File: src/rtl/bus_arbiter_pkg.sv
// Shared bus-master constants: channel count, owner encodings, grant polarity.
// Owner-to-grant decode helper used by the arbiter and its picker.
package bus_arbiter_pkg;

    localparam int BUS_MASTER_CH = 4;

    typedef logic [1:0] owner_t;

    localparam owner_t BUS_OWNER_MASTER_0 = 2'h0;
    localparam owner_t BUS_OWNER_MASTER_1 = 2'h1;
    localparam owner_t BUS_OWNER_MASTER_2 = 2'h2;
    localparam owner_t BUS_OWNER_MASTER_3 = 2'h3;

    localparam logic ENABLE_  = 1'b0;
    localparam logic DISABLE_ = 1'b1;

    // Active-high one-hot of the owning master.
    function automatic logic [BUS_MASTER_CH-1:0] owner_decode(input owner_t o);
        logic [BUS_MASTER_CH-1:0] dec;
        dec    = '0;
        dec[o] = 1'b1;
        return dec;
    endfunction

endpackage

File: src/rtl/bus_rr_pick.sv
// Round-robin picker: first requester after the current owner, in circular order.
// Latency: combinational; backpressure: none.
module bus_rr_pick
    import bus_arbiter_pkg::*;
(
    input  owner_t                   owner,
    input  logic [BUS_MASTER_CH-1:0] req,
    output logic                     found,
    output owner_t                   next_owner
);

    owner_t c1;
    owner_t c2;
    owner_t c3;

    // 2-bit add wraps naturally, so owner 3 searches 0, 1, 2.
    assign c1 = owner + 2'd1;
    assign c2 = owner + 2'd2;
    assign c3 = owner + 2'd3;

    always_comb begin
        found      = 1'b1;
        next_owner = owner;
        if (req[c1]) begin
            next_owner = c1;
        end else if (req[c2]) begin
            next_owner = c2;
        end else if (req[c3]) begin
            next_owner = c3;
        end else begin
            found = 1'b0;
        end
    end

endmodule

File: src/rtl/bus_arbiter.sv
// 4-master round-robin bus arbiter, active-low req/grant, parking, optional max-hold preemption.
// Latency: 1 cycle req->grant (registered owner); backpressure: none, req_ is level-sampled.
module bus_arbiter
    import bus_arbiter_pkg::*;
#(
    parameter int MAX_HOLD = 0,
    parameter int HOLD_W   = 8
) (
    input  logic       clk,
    input  logic       reset,
    input  logic       m0_req_,
    input  logic       m1_req_,
    input  logic       m2_req_,
    input  logic       m3_req_,
    output logic       m0_grnt_,
    output logic       m1_grnt_,
    output logic       m2_grnt_,
    output logic       m3_grnt_,
    output logic [1:0] owner,
    output logic       owner_chg
);

    localparam int HOLD_LIM = (MAX_HOLD == 0) ? 0 : MAX_HOLD - 1;

    logic [BUS_MASTER_CH-1:0] req;
    logic [BUS_MASTER_CH-1:0] owner_oh;
    logic [HOLD_W-1:0]        hold_cnt;
    logic [HOLD_W-1:0]        hold_nxt;
    owner_t                   owner_nxt;
    owner_t                   pick_owner;
    logic                     pick_found;
    logic                     own_req;
    logic                     others_req;
    logic                     preempt;
    logic                     switch_own;
    logic                     chg_nxt;

    assign req        = ~{m3_req_, m2_req_, m1_req_, m0_req_};
    assign owner_oh   = owner_decode(owner);
    assign own_req    = req[owner];
    assign others_req = |(req & ~owner_oh);

    bus_rr_pick u_pick (
        .owner      (owner),
        .req        (req),
        .found      (pick_found),
        .next_owner (pick_owner)
    );

    // hold_cnt counts from 0 in the first owned cycle, so LIM = MAX_HOLD-1 yields MAX_HOLD cycles.
    assign preempt    = (MAX_HOLD != 0) && own_req && others_req &&
                        (hold_cnt >= HOLD_W'(HOLD_LIM));
    assign switch_own = (!own_req && pick_found) || preempt;

    always_comb begin
        owner_nxt = owner;
        hold_nxt  = hold_cnt;
        chg_nxt   = 1'b0;
        if (switch_own) begin
            owner_nxt = pick_owner;
            hold_nxt  = '0;
            chg_nxt   = 1'b1;
        end else if (own_req) begin
            hold_nxt = (&hold_cnt) ? hold_cnt : hold_cnt + 1'b1;
        end
    end

    always_ff @(posedge clk) begin
        if (reset) begin
            owner     <= BUS_OWNER_MASTER_0;
            hold_cnt  <= '0;
            owner_chg <= 1'b0;
        end else begin
            owner     <= owner_nxt;
            hold_cnt  <= hold_nxt;
            owner_chg <= chg_nxt;
        end
    end

    assign m0_grnt_ = owner_oh[0] ? ENABLE_ : DISABLE_;
    assign m1_grnt_ = owner_oh[1] ? ENABLE_ : DISABLE_;
    assign m2_grnt_ = owner_oh[2] ? ENABLE_ : DISABLE_;
    assign m3_grnt_ = owner_oh[3] ? ENABLE_ : DISABLE_;

endmodule

File: config.mk
export PLATFORM = sky130hd
export DESIGN_NAME = bus_arbiter
export DESIGN_NICKNAME = d
export VERILOG_FILES = /design/src/rtl/bus_arbiter_pkg.sv /design/src/rtl/bus_rr_pick.sv /design/src/rtl/bus_arbiter.sv
export SDC_FILE = /design/constraint.sdc
export NUM_CORES = 1
export LEC_CHECK = 0
export BUFFER_PORTS_ARGS = -buffer_cell sky130_fd_sc_hd__buf_4
export CORE_AREA = 2 2 39 41
export DETAILED_ROUTE_END_ITERATION = 10
export DIE_AREA = 0 0 41 43
export MAX_ROUTING_LAYER = met4
export SLEW_MARGIN = 10
export SYNTH_ARGS = -nofsm -noshare
export SYNTH_HDL_FRONTEND = slang
export SYNTH_SLANG_ARGS = --single-unit
File: constraint.sdc
create_clock -name clk -period 2.2 [get_ports clk]
set_clock_uncertainty 0.1 [all_clocks]
set_input_delay 0.33 -clock clk [delete_from_list [all_inputs] [get_ports clk]]
set_output_delay 0.33 -clock clk [all_outputs]
set_load 0.02 [all_outputs]
After elaboration in Yosys (flattened, before gate mapping)
Cells that the tools add are included.

Bits in registers: 3. Input bits: 6. Logic and storage cells: 37.

$lt $le $gt $ge: 5. Add/subtract/negate cells: 3. Bitwise gates (word level): 1. Reduce and logical (&&, ||, !) cells: 5. Multiplexer cells: 21.

Operators by type and width (number): two-way mux 1 bit (13); < comparator 2 x 3 -> 1 bit, second input constant (4); binary-select mux 1 bit (select 2 bit) (4); two-way mux 2 bit (3); adder 2 bit, second input constant (2); inverter 4 bit (1); nonzero test 3 bit (1); adder 2 x 1 -> 2 bit, second input constant (1); demux 1 bit (select 2 bit) (1); greater-or-equal comparator 2 x 1 -> 1 bit, second input constant (1); logical AND 1 bit (2); AND reduction 2 bit (1); zero test 1 bit (1).

Longest topological paths before layout
Gate-level depths: netlist of run 1.

Depth in word-level cells: 8. Gate-level depth with buffers: 7. Gate-level depth less buffers: 6.

Modules after synthesis
From an unflattened synthesis of run 1, not the netlist that was laid out.

Cell total of the unflattened synthesis: 41. Area total of the unflattened synthesis: 302.8 µm².

Modules (own cells, without submodules): bus_arbiter (area each 187.7 µm², times used 1, seq. area each 60.1 µm², cells an instance 23); bus_rr_pick (area each 115.1 µm², times used 1, seq. area each 0.0 µm², cells an instance 18).

Worst setup path after synthesis of run 1
Ideal clock, no wire load.

Path type: flip-flop to flip-flop. Start point: register owner[0]. End point: register owner[0]. Buffers on the path: 1. Cell stages (with the launch flop): 7. Path slack: 130 ps. Arrival: 1884 ps. Clock period less this slack: 2070 ps. Cells stage by stage: dfxtp_1 clkbuf_1 inv_1 ha_1 nor2b_1 o31a_1 a221oi_2.

Word-level cells in the longest chain between the ends: 8.

Ends and longest elaborated chain: start: declaration (RTL line bus_arbiter.sv:19) `output logic [1:0] owner,`; start signal: assignment (RTL line bus_arbiter.sv:74) `owner <= owner_nxt;`; adder 2 bit (RTL line bus_rr_pick.sv:19) `assign c3 = owner + 2'd3;`; binary-select mux 1 bit (select 2 bit) (RTL line bus_rr_pick.sv:28) `end else if (req[c3]) begin`; two-way mux 1 bit (not written as such) (RTL line bus_rr_pick.sv:28); two-way mux 1 bit (RTL line bus_rr_pick.sv:28); two-way mux 1 bit (RTL line bus_rr_pick.sv:26) `end else if (req[c2]) begin`; two-way mux 1 bit (RTL line bus_rr_pick.sv:24) `if (req[c1]) begin`; logical AND 1 bit (RTL line bus_arbiter.sv:53) `assign switch_own = (!own_req && pick_found) || preempt;`; AND reduction 2 bit (no source line).

Parallel ways exist; a longest one is shown, timed or not. The select of a mux whose other input is x is not followed. A chain may end at the register's enable or synchronous reset.

Final worst setup path of run 1
Same ends and word-level chain as after synthesis.

==> key figures, run 1 <==
Worst hold path
  – Hold Startpoint: reset
  – Hold Path Depth: 2
  – HP Class: in -> reg
  – Hold EP: owner[0]

Global routing
  – Total grt overflow: 0
  – First-pass GRT wire length: 1338 µm
  – All-Layer GR Usage: 0.1129
  – Largest net degree at the start of global routing: 10
  – Vias in the first global route: 338
  – Antenna violations before repair: 0

Finish
  – # diodes: 0
  – Cell area after layout: around 510 µm²
  – Area Overhead vs Synth: 39.38%
  – Finished Layout Cells: 79
  – Layout cells sized above 1: 0.3175
  – Filler Cell Count: around 150
  – Nets@finish: 74
  – Area occupied by multi-input gates: 260.3 µm²
  – Seq. cell area: 60.06 µm²

Synthesis
  – Register bit total from synthesis: 3
  – Synth Flop Type: dfxtp_1
  – Synth cell count leaders: inv_1 (10), a21oi_1 (5), a31oi_1 (4), ha_1 (4), mux2i_1 (4)
  – Combinational family with the most area after synthesis: compound AO/OA/AOI/OAI gates
  – Top-count cell post-synth: inv_1
  – Post-Syn Area per Cell: slightly below 8 µm²
  – Cell count after synthesis: 47
  – Top cell type's share of synthesized area: 0.1644
  – Seq/Total Area, Yosys: 0.1644
  – Leading post-synthesis cells by cell area: dfxtp_1 (16%), ha_1 (14%), mux2i_1 (11%), inv_1 (10%), a21oi_1 (6.8%)
  – Cell taking the most area after synthesis: dfxtp_1
  – XOR/XNOR Fraction of Synth Area: 0
  – Distinct cell type count after synthesis: 17
  – Mux cell area share after synthesis: 0.1712
  – Number of enable flip-flop cells after synthesis: 0
  – Simple-Gate Fraction of Synth Area: 0.1404
  – Synth Warn #: 0
  – Syn nets: 57
  – Post-synthesis compound-gate area fraction: 0.2637
  – Ys async rst share: 0
  – Mapped cell area: around 370 µm²
  – Post-Synth Adder-Cell Area: 0.1370

Setup path
  – R2R Path Start: owner[0]
  – Worst Setup Start Kind: flip-flop
  – R2R Setup Slk: 0.47 ns
  – CP Class: reg -> reg
  – Data required, critical path: 2.24 ns
  – CP max stage delay: 0.37 ns
  – Crit path max-delay family: compound AO/OA/AOI/OAI gates
  – CP max stage cell: ha_1
  – CP Data Arrival Time: around 1.8 ns
  – CP bufs+invs: 1
  – Worst-path fanout max: 6
  – Worst-path cell chain: inv_1 > ha_1 > nor2b_1 > o31a_1 > a221oi_2
  – CP Capture Type: flip-flop
  – R2r endpoint: owner[0]
  – Register-to-Register Path Depth: 5

Floorplanning
  – DIE HEIGHT: approximately 43 µm
  – Row count: 14
  – Die area: 1763 µm²
  – Starting Density: 0.2640
  – Die X: 41 µm
  – Core Area: 1384 µm²
  – # IOs: 13

CTS
  – CTS tree: yes
  – Later-pin clock latency in the skew report: between 0.2 and 0.25 ns
  – Number of gates resized after cts: 0
  – Clk pin slew, worst setup/hold paths: about 0.030 ns
  – Clock Tree Buf Depth: 2
  – CTS root buf: clkbuf_4
  – H-tree depth: 1
  – Hold Buf Count CTS: 0
  – Post-CTS Setup Bufs: 0
  – CTS Buf Count: 3
  – Clk sinks: 3

Timing
  – TNS Setup: 0 ns
  – Tmin final: roughly 1.7 ns
  – Final Max Slew Viols: 0
  – Setup violations, final: 0
  – RSZ-0062 raised after global routing: no
  – Slew Limit Headroom: 0.8598
  – Final Hold Viols: 0
  – Final critical-path share of the clock period: 0.7853
  – Tightest Pin Transition: 0.2093 ns
  – Fmax: between 500 and 600 MHz
  – Hold slack final: 0.1876 ns

Placement
  – I/O Buffers: 12
  – Placer Congestion: 0.7354
  – Placed wire-length estimate: 636.4 µm
  – Placed cell count: 75
  – Placed instance area: 483.0 µm²

Routing
  – Routed vias: 355
  – Routed Antenna Nets: 0
  – Initial DRT Pass Iterations: 3
  – Detailed Route WL: 817 µm
  – Via density: 4.494
  – Routed WL per cell: approximately 10 µm
  – DRT iter0 DRCs: 4
  – # DRC: 0

Power
  – Leakage: approximately 0.24 nW
  – PwrDens: 1244 nW/µm²
  – Maximum vdd ir drop: 0.0002599 V

Run
  – MaxCap Viol Count: 0

Run status
  – Status: complete, no violations
-- worst max-delay path by stage --
stage | start | end | slack (ns) | cells past startpoint
finish | owner[0] | owner[0] | 0.47 | 5
detailed placement | owner[0] | owner[0] | 0.47 | 5
CTS | owner[0] | owner[0] | 0.47 | 5
global route | owner[0] | owner[1] | 0.41 | 6
global placement | owner[0] | owner[0] | 0.56 | 5
floorplan | owner[0] | owner[0] | 0.13 | 6
-- cells in the final DEF (no fill, tap or decap), drive strengths merged --
| cell type | n |
|---|---|
| buf | 14 |
| inv | 10 |
| a21oi | 5 |
| mux2i | 4 |
| a31oi | 4 |
| ha | 4 |
| clkbuf | 4 |
| dfxtp | 3 |
| nand2b | 2 |
| or2 | 2 |
| nor2b | 2 |
| nor2 | 2 |
| o21a | 2 |
| o31ai | 1 |
| nand2 | 1 |
| mux4 | 1 |
| o31a | 1 |
| a221oi | 1 |
-- through the flow --
step	power, mW	util	worst slack [ns]
final	0.6333	0.3680	0.4722
after CTS	0.6434	0.3680	0.4659
after global placement	0.5397	0.3490	0.5566
after global routing	0.6967	0.3680	0.4133
after floorplan	0.3900	-	0.1299
after detailed placement	0.5450	0.3490	0.4735
-- worst reg2reg max path, cell delays in order, from the launching register on --
cell and delay [ns]:
dfxtp_1 0.33, inv_1 0.11, ha_1 0.38, nor2b_1 0.17, o31a_1 0.30, a221oi_2 0.26
-- sequential cells by signal, indices dropped and copies added (netlist names) --
signal,cells
owner,2
owner_chg,1
-- where the power goes --
| group | leakage (nW) | internal (mW) | switching [mW] |
|---|---|---|---|
| logic | 0.202 | 0.203 | 0.252 |
| registers | 0.0249 | 0.0758 | 0.00875 |
| clock network | 0.0150 | 0.0678 | 0.0256 |
-- layer usage --
metal / track usage / vias to the layer above / part of all wire
met5: - / - / 0
met4: 0.06000 / 0 / 0.0098
met3: 0.01571 / 2 / 0.051
met2: 0.1906 / 10 / 0.48
met1: 0.1182 / 149 / 0.46
li1: - / 194 / -
-- cell families after synthesis --
logic type	after synthesis
AOI/OAI and AO/OA	14
adders and majority gates	4
buffers and inverters	12
DFF	3
muxes	5
and+or+nand+nor	9
-- area by class of cell --
cell class | count | area share
Inverter | 10 | 0.07371
Tap cell | 16 | 0.03931
Sequential cell | 3 | 0.1179
Multi-Input combinational cell | 32 | 0.5111
Timing Repair Buffer | 14 | 0.2064
Clock buffer | 4 | 0.05160
Note: power is estimated with default switching activity, not from simulation.
==> inputs of run 2 (changes only) <==
- clock period: 2.2 -> 1.73 ns (I/O delays scaled with it)
==> key figures, run 2 (synthesis results as in run 1) <==
Floorplanning
  – Core Area: 1384 µm² (unchanged)
  – Die X: 41 µm (unchanged)
  – # IOs: 13 (unchanged)
  – Starting Density: 0.2640 (unchanged)
  – Row count: 14 (unchanged)
  – DIE HEIGHT: 43 µm (unchanged)
  – Die area: 1763 µm² (unchanged)

Setup path
  – R2R Setup Slk: 0.16 ns (-0.31 ns)
  – Worst-path cell chain: clkinvlp_4 > ha_4 > nor2b_1 > o21a_1 > o31ai_1 > mux2i_1
  – Worst-path fanout max: 6 (unchanged)
  – CP bufs+invs: 1 (unchanged)
  – Data required, critical path: 1.74 ns (-0.50 ns)
  – Crit path max-delay family: compound AO/OA/AOI/OAI gates
  – Worst Setup Start Kind: flip-flop
  – CP Class: reg -> reg
  – CP Data Arrival Time: 1.57 ns (-0.20 ns)
  – CP max stage cell: dfxtp_4
  – CP max stage delay: 0.35 ns (-0.02 ns)
  – CP Capture Type: flip-flop

Finish
  – Top reg by flops: owner
  – # diodes: 0 (unchanged)
  – Commonest cells after routing, fill and taps aside: buf_4 (15), inv_1 (8), a21oi_1 (5)
  – Layout cells sized above 1: 0.4063 (+0.08879)
  – Filler Cell Count: 144 (-5.3%)
  – Cell area after layout: 538.0 µm² (+5.7%)
  – Nets@finish: 75 (+1.4%)
  – Commonest non-fill, non-tap cell in the layout: buf_4
  – Finished Layout Cells: 80 (+1.3%)
  – Max reg flops: 2 (unchanged)
  – Area Overhead vs Synth: 47.26%
  – Biggest regs: owner: 2 flops, owner_chg: 1 flops
  – Area occupied by multi-input gates: 272.8 µm² (+4.8%)
  – Seq. cell area: 65.06 µm² (+8.3%)

Routing
  – Routed Antenna Nets: 0 (unchanged)
  – Routed vias: 377 (+6.2%)
  – Initial DRT Pass Iterations: 2 (-1)
  – # DRC: 0 (unchanged)
  – Detailed Route WL: 834 µm (+2.1%)
  – Via density: 4.713 (+4.9%)
  – DRT iter0 DRCs: 10 (+6)
  – Routed WL per cell: 10.43 µm (+0.80%)

Power
  – Clock network fraction of total power: 0.140 (-0.007)
  – Sw Share: 0.4422 (-0.01004)
  – Combinational power share: 0.722 (+0.003)
  – Leakage: 0.2453 nW (+1.6%)
  – Switching pwr: 386.4 µW (+35%)
  – Total chip power: 873.9 µW (+38%)
  – PwrDens: 1624 nW/µm² (+31%)
  – Flop pwr share: 0.138 (+0.005)
  – P_int: 487.4 µW (+41%)
  – Maximum vdd ir drop: 0.0004323 V (+66%)

Timing
  – Slack of the critical path: 0.1641 ns (-0.3081 ns)
  – Tightest Pin Transition: 0.2380 ns (+0.02874 ns)
  – Final Hold Viols: 0 (unchanged)
  – Slew Limit Headroom: 0.8400 (-0.01986)
  – RSZ-0062 raised after global routing: no
  – Setup violations, final: 0 (unchanged)
  – Final Max Slew Viols: 0 (unchanged)
  – Fmax: 638.6 MHz (+10%)
  – Tmin final: 1.566 ns (-0.1619 ns)
  – Final critical-path share of the clock period: 0.9051 (+0.1198)
  – TNS Setup: 0 ns (unchanged)

CTS
  – Hold Buf Count CTS: 0 (unchanged)
  – H-tree depth: 1 (unchanged)
  – Clk sinks: 3 (unchanged)
  – CTS root buf: clkbuf_4
  – CTS Buf Count: 3 (unchanged)
  – Post-CTS Setup Bufs: 0 (unchanged)
  – Clk pin slew, worst setup/hold paths: 0.04 ns (about the same)
  – Clock Tree Buf Depth: 2 (unchanged)
  – CTS tree: yes
  – Later-pin clock latency in the skew report: 0.23 ns (about the same)

Placement
  – Placed cell count: 76 (+1.3%)
  – Placer Congestion: 0.8373 (+14%)
  – Placed instance area: 511.7 µm² (+6.0%)
  – I/O Buffers: 12 (unchanged)
  – Placed wire-length estimate: 656.1 µm (+3.1%)
  – Post-Place Worst Slack: 0.1149 ns (-0.3586 ns)

Global routing
  – Total grt overflow: 0 (unchanged)
  – All-Layer GR Usage: 0.1050 (-0.007890)
  – Antenna violations before repair: 0 (unchanged)
  – First-pass GRT wire length: 1242 µm (-7.2%)
  – Vias in the first global route: 306 (-9.5%)
  – Largest net degree at the start of global routing: 10 (unchanged)

Run
  – MaxCap Viol Count: 0 (unchanged)

Worst hold path
  – HP Class: in -> reg

Run status
  – Status: complete, no violations
[run 2: final cells by class]
cell class	instances	share of cell area
timing repair buffer	15	0.2093
tap	16	0.03721
clock buffer	4	0.04884
sequential	3	0.1209
inverter	10	0.07674
multi-input combinational	32	0.5070
[run 2: worst register-to-register path, delay by kind of cell (launching register included)]
| family | cells | cell delay, ns |
|---|---|---|
| compound gates | 2 | 0.41 |
| fa+ha+maj | 1 | 0.24 |
| buf+inv | 1 | 0.09 |
| flops | 1 | 0.35 |
| mux | 1 | 0.11 |
| simple gates | 1 | 0.14 |
[run 2: final timing paths]
| path | from | endpoint | cells past startpoint |
|---|---|---|---|
| setup / recovery | owner[0] | owner[1] | 6 |
| hold / removal | reset | owner[0] | 2 |
| setup reg to reg | owner[0] | owner[1] | 6 |
| hold reg to reg | owner[0] | owner[0] | 3 |
[run 2: metal layers]
| metal | vias to the layer above | wire length [µm] | GRT usage | share of wire |
|---|---|---|---|---|
| li1 | 197 | - | - | - |
| met1 | 170 | 384 | 0.1355 | 0.46 |
| met2 | 10 | 399 | 0.1500 | 0.48 |
| met3 | 0 | 50 | 0.03141 | 0.060 |
| met4 | 0 | 0 | 0.04000 | 0 |
| met5 | - | 0 | - | 0 |
[run 2: power groups by stage]
stage | Combinational [mW] | Clock (mW) | Sequential (mW)
global placement | 0.634 | 0 | 0.120
finish | 0.631 | 0.122 | 0.121
detailed placement | 0.635 | 0 | 0.120
CTS | 0.636 | 0.126 | 0.119
floorplan | 0.380 | 0 | 0.174
global route | 0.699 | 0.132 | 0.127
[run 2: timing repair]
| item | 4_1_cts | 5_1_grt |
|---|---|---|
| endpoints found under the setup margin | 0 | 1 |
| hold endpoints to repair | 0 | 0 |
| resized for setup | 0 | 1 |
[run 2: metrics by stage]
step | hold WS (ns) | util
global route | 0.1133 | 0.3888
CTS | 0.1104 | 0.3888
detailed placement | 0.3505 | 0.3698
floorplan | 0.2165 | -
global placement | 0.3439 | 0.3698
finish | 0.1110 | 0.3888
==> inputs of run 3 (changes only) <==
- CTS_BUF_LIST: unset -> sky130_fd_sc_hd__clkbuf_16
==> key figures, run 3 (synthesis results as in run 1) <==
Finish
  – Area Overhead vs Synth: 61.64%
  – Biggest regs: owner: 2 flops, owner_chg: 1 flops
  – Filler Cell Count: 142 (-1.4%)
  – Commonest non-fill, non-tap cell in the layout: buf_4
  – Nets@finish: 75 (unchanged)
  – Top reg by flops: owner
  – # diodes: 0 (unchanged)
  – Layout cells sized above 1: 0.4063 (unchanged)
  – Commonest cells after routing, fill and taps aside: buf_4 (15), inv_1 (9), a21oi_1 (5)
  – Max reg flops: 2 (unchanged)
  – Cell area after layout: 590.6 µm² (+9.8%)

Setup path
  – Worst-path fanout max: 6 (unchanged)
  – Worst Setup Start Kind: flip-flop
  – Data required, critical path: 1.73 ns (about the same)
  – CP Data Arrival Time: 1.56 ns (about the same)
  – CP Class: reg -> reg
  – CP Capture Type: flip-flop

Routing
  – Routed Antenna Nets: 0 (unchanged)
  – Initial DRT Pass Iterations: 4 (+2)
  – # DRC: 0 (unchanged)
  – Detailed Route WL: 901 µm (+8.0%)
  – Routed WL per cell: 11.26 µm (+8.0%)
  – Via density: 4.788 (+1.6%)
  – DRT iter0 DRCs: 9 (-1)
  – Routed vias: 383 (+1.6%)

CTS
  – CTS root buf: clkbuf_16
  – Hold Buf Count CTS: 0 (unchanged)
  – Post-CTS Setup Bufs: 0 (unchanged)
  – Clk pin slew, worst setup/hold paths: 0.03 ns (about the same)
  – CTS tree: yes
  – CTS Buf Count: 3 (unchanged)
  – Later-pin clock latency in the skew report: 0.22 ns (about the same)
  – H-tree depth: 1 (unchanged)
  – Clock Tree Buf Depth: 2 (unchanged)
  – Clk sinks: 3 (unchanged)

Floorplanning
  – Die area: 1763 µm² (unchanged)
  – Row count: 14 (unchanged)
  – Core Area: 1384 µm² (unchanged)
  – Starting Density: 0.2640 (unchanged)
  – Die X: 41 µm (unchanged)
  – # IOs: 13 (unchanged)
  – DIE HEIGHT: 43 µm (unchanged)

Timing
  – Final critical-path share of the clock period: 0.9071 (+0.001984)
  – Final Max Slew Viols: 0 (unchanged)
  – Final Hold Viols: 0 (unchanged)
  – TNS Setup: 0 ns (unchanged)
  – Slack of the critical path: 0.1607 ns (-0.003432 ns)
  – Tightest Pin Transition: 0.2389 ns (+0.0008711 ns)
  – Tmin final: 1.569 ns (+0.003432 ns)
  – RSZ-0062 raised after global routing: no
  – Slew Limit Headroom: 0.8394 (about the same)
  – Hold slack final: 0.1166 ns (+0.005615 ns)
  – Setup violations, final: 0 (unchanged)
  – Fmax: 637.2 MHz (-0.22%)

Worst hold path
  – HP Class: in -> reg

Run status
  – Status: complete, no violations

Placement
  – I/O Buffers: 12 (unchanged)
  – Post-Place Worst Slack: 0.1149 ns (unchanged)
  – Placed wire-length estimate: 656.1 µm (unchanged)
  – Placed instance area: 511.7 µm² (unchanged)
  – Placer Congestion: 0.8373 (unchanged)

Global routing
  – Vias in the first global route: 318 (+3.9%)
  – Largest net degree at the start of global routing: 10 (unchanged)
  – First-pass GRT wire length: 1359 µm (+9.4%)
  – All-Layer GR Usage: 0.1267 (+0.02163)
  – Antenna violations before repair: 0 (unchanged)
  – Total grt overflow: 0 (unchanged)

Run
  – MaxCap Viol Count: 0 (unchanged)

Power
  – PwrDens: 1882 nW/µm² (+16%)
  – Maximum vdd ir drop: 0.0006545 V (+51%)
  – Leakage: 0.2726 nW (+11%)
  – Total chip power: 1.112 mW (+27%)
[run 3: changes by cell type in the layout (fill, tap and decap cells not counted)]
| cell | delta |
|---|---|
| clkbuf_1 | -1 |
| clkbuf_16 | +3 |
| clkbuf_4 | -3 |
| inv_1 | +1 |
[run 3: worst max-delay path, cell delays in order (launching register included)]
cell and delay [ns]:
dfxtp_4 0.35, clkinvlp_4 0.09, ha_4 0.24, nor2b_1 0.14
o21a_1 0.18, o31ai_1 0.23, mux2i_1 0.11
[run 3: through the flow]
step / utilization / instances
finish: 0.4268 / 80
detailed placement: 0.3698 / 76
global placement: 0.3698 / 76
global route: 0.4268 / 80
CTS: 0.4268 / 80
floorplan: - / 47
[run 3: path summary, 6_finish.rpt]
path,slack [ns],start,cells after the start,endpoint
setup reg to reg,0.16,owner[0],6,owner[1]
hold reg to reg,0.54,owner[0],3,owner[0]
setup / recovery,0.16,owner[0],6,owner[1]
hold / removal,0.12,reset,2,owner[0]
[run 3: layout make-up]
| class | instances | area, µm² | area share |
|---|---|---|---|
| clock buffers | 3 | 75.07 | 0.1271 |
| well taps | 16 | 20.02 | 0.03390 |
| repair buffers | 15 | 112.6 | 0.1907 |
| multi-input cells | 32 | 272.8 | 0.4619 |
| flip-flops and latches | 3 | 65.06 | 0.1102 |
| inverters | 10 | 41.29 | 0.06992 |
| clock inverters | 1 | 3.754 | 0.006356 |
[run 3: what timing repair did]
action                                 in CTS  in global routing
setup endpoints to repair                   0                  1
resized for setup                           0                  1
endpoints found under the hold margin       0                  0
[run 3: where the power goes]
group / internal, mW / switching [mW]
registers: 0.104 / 0.0174
clock network: 0.298 / 0.0619
logic: 0.297 / 0.334
total: 0.699 / 0.413
[run 3: per-layer routing]
metal	vias to the layer above	GRT usage	wire length, µm
met5	-	-	0
met4	0	0.1000	24
met3	2	0.06283	62
met2	12	0.1656	421
met1	174	0.1387	391
li1	195	-	-
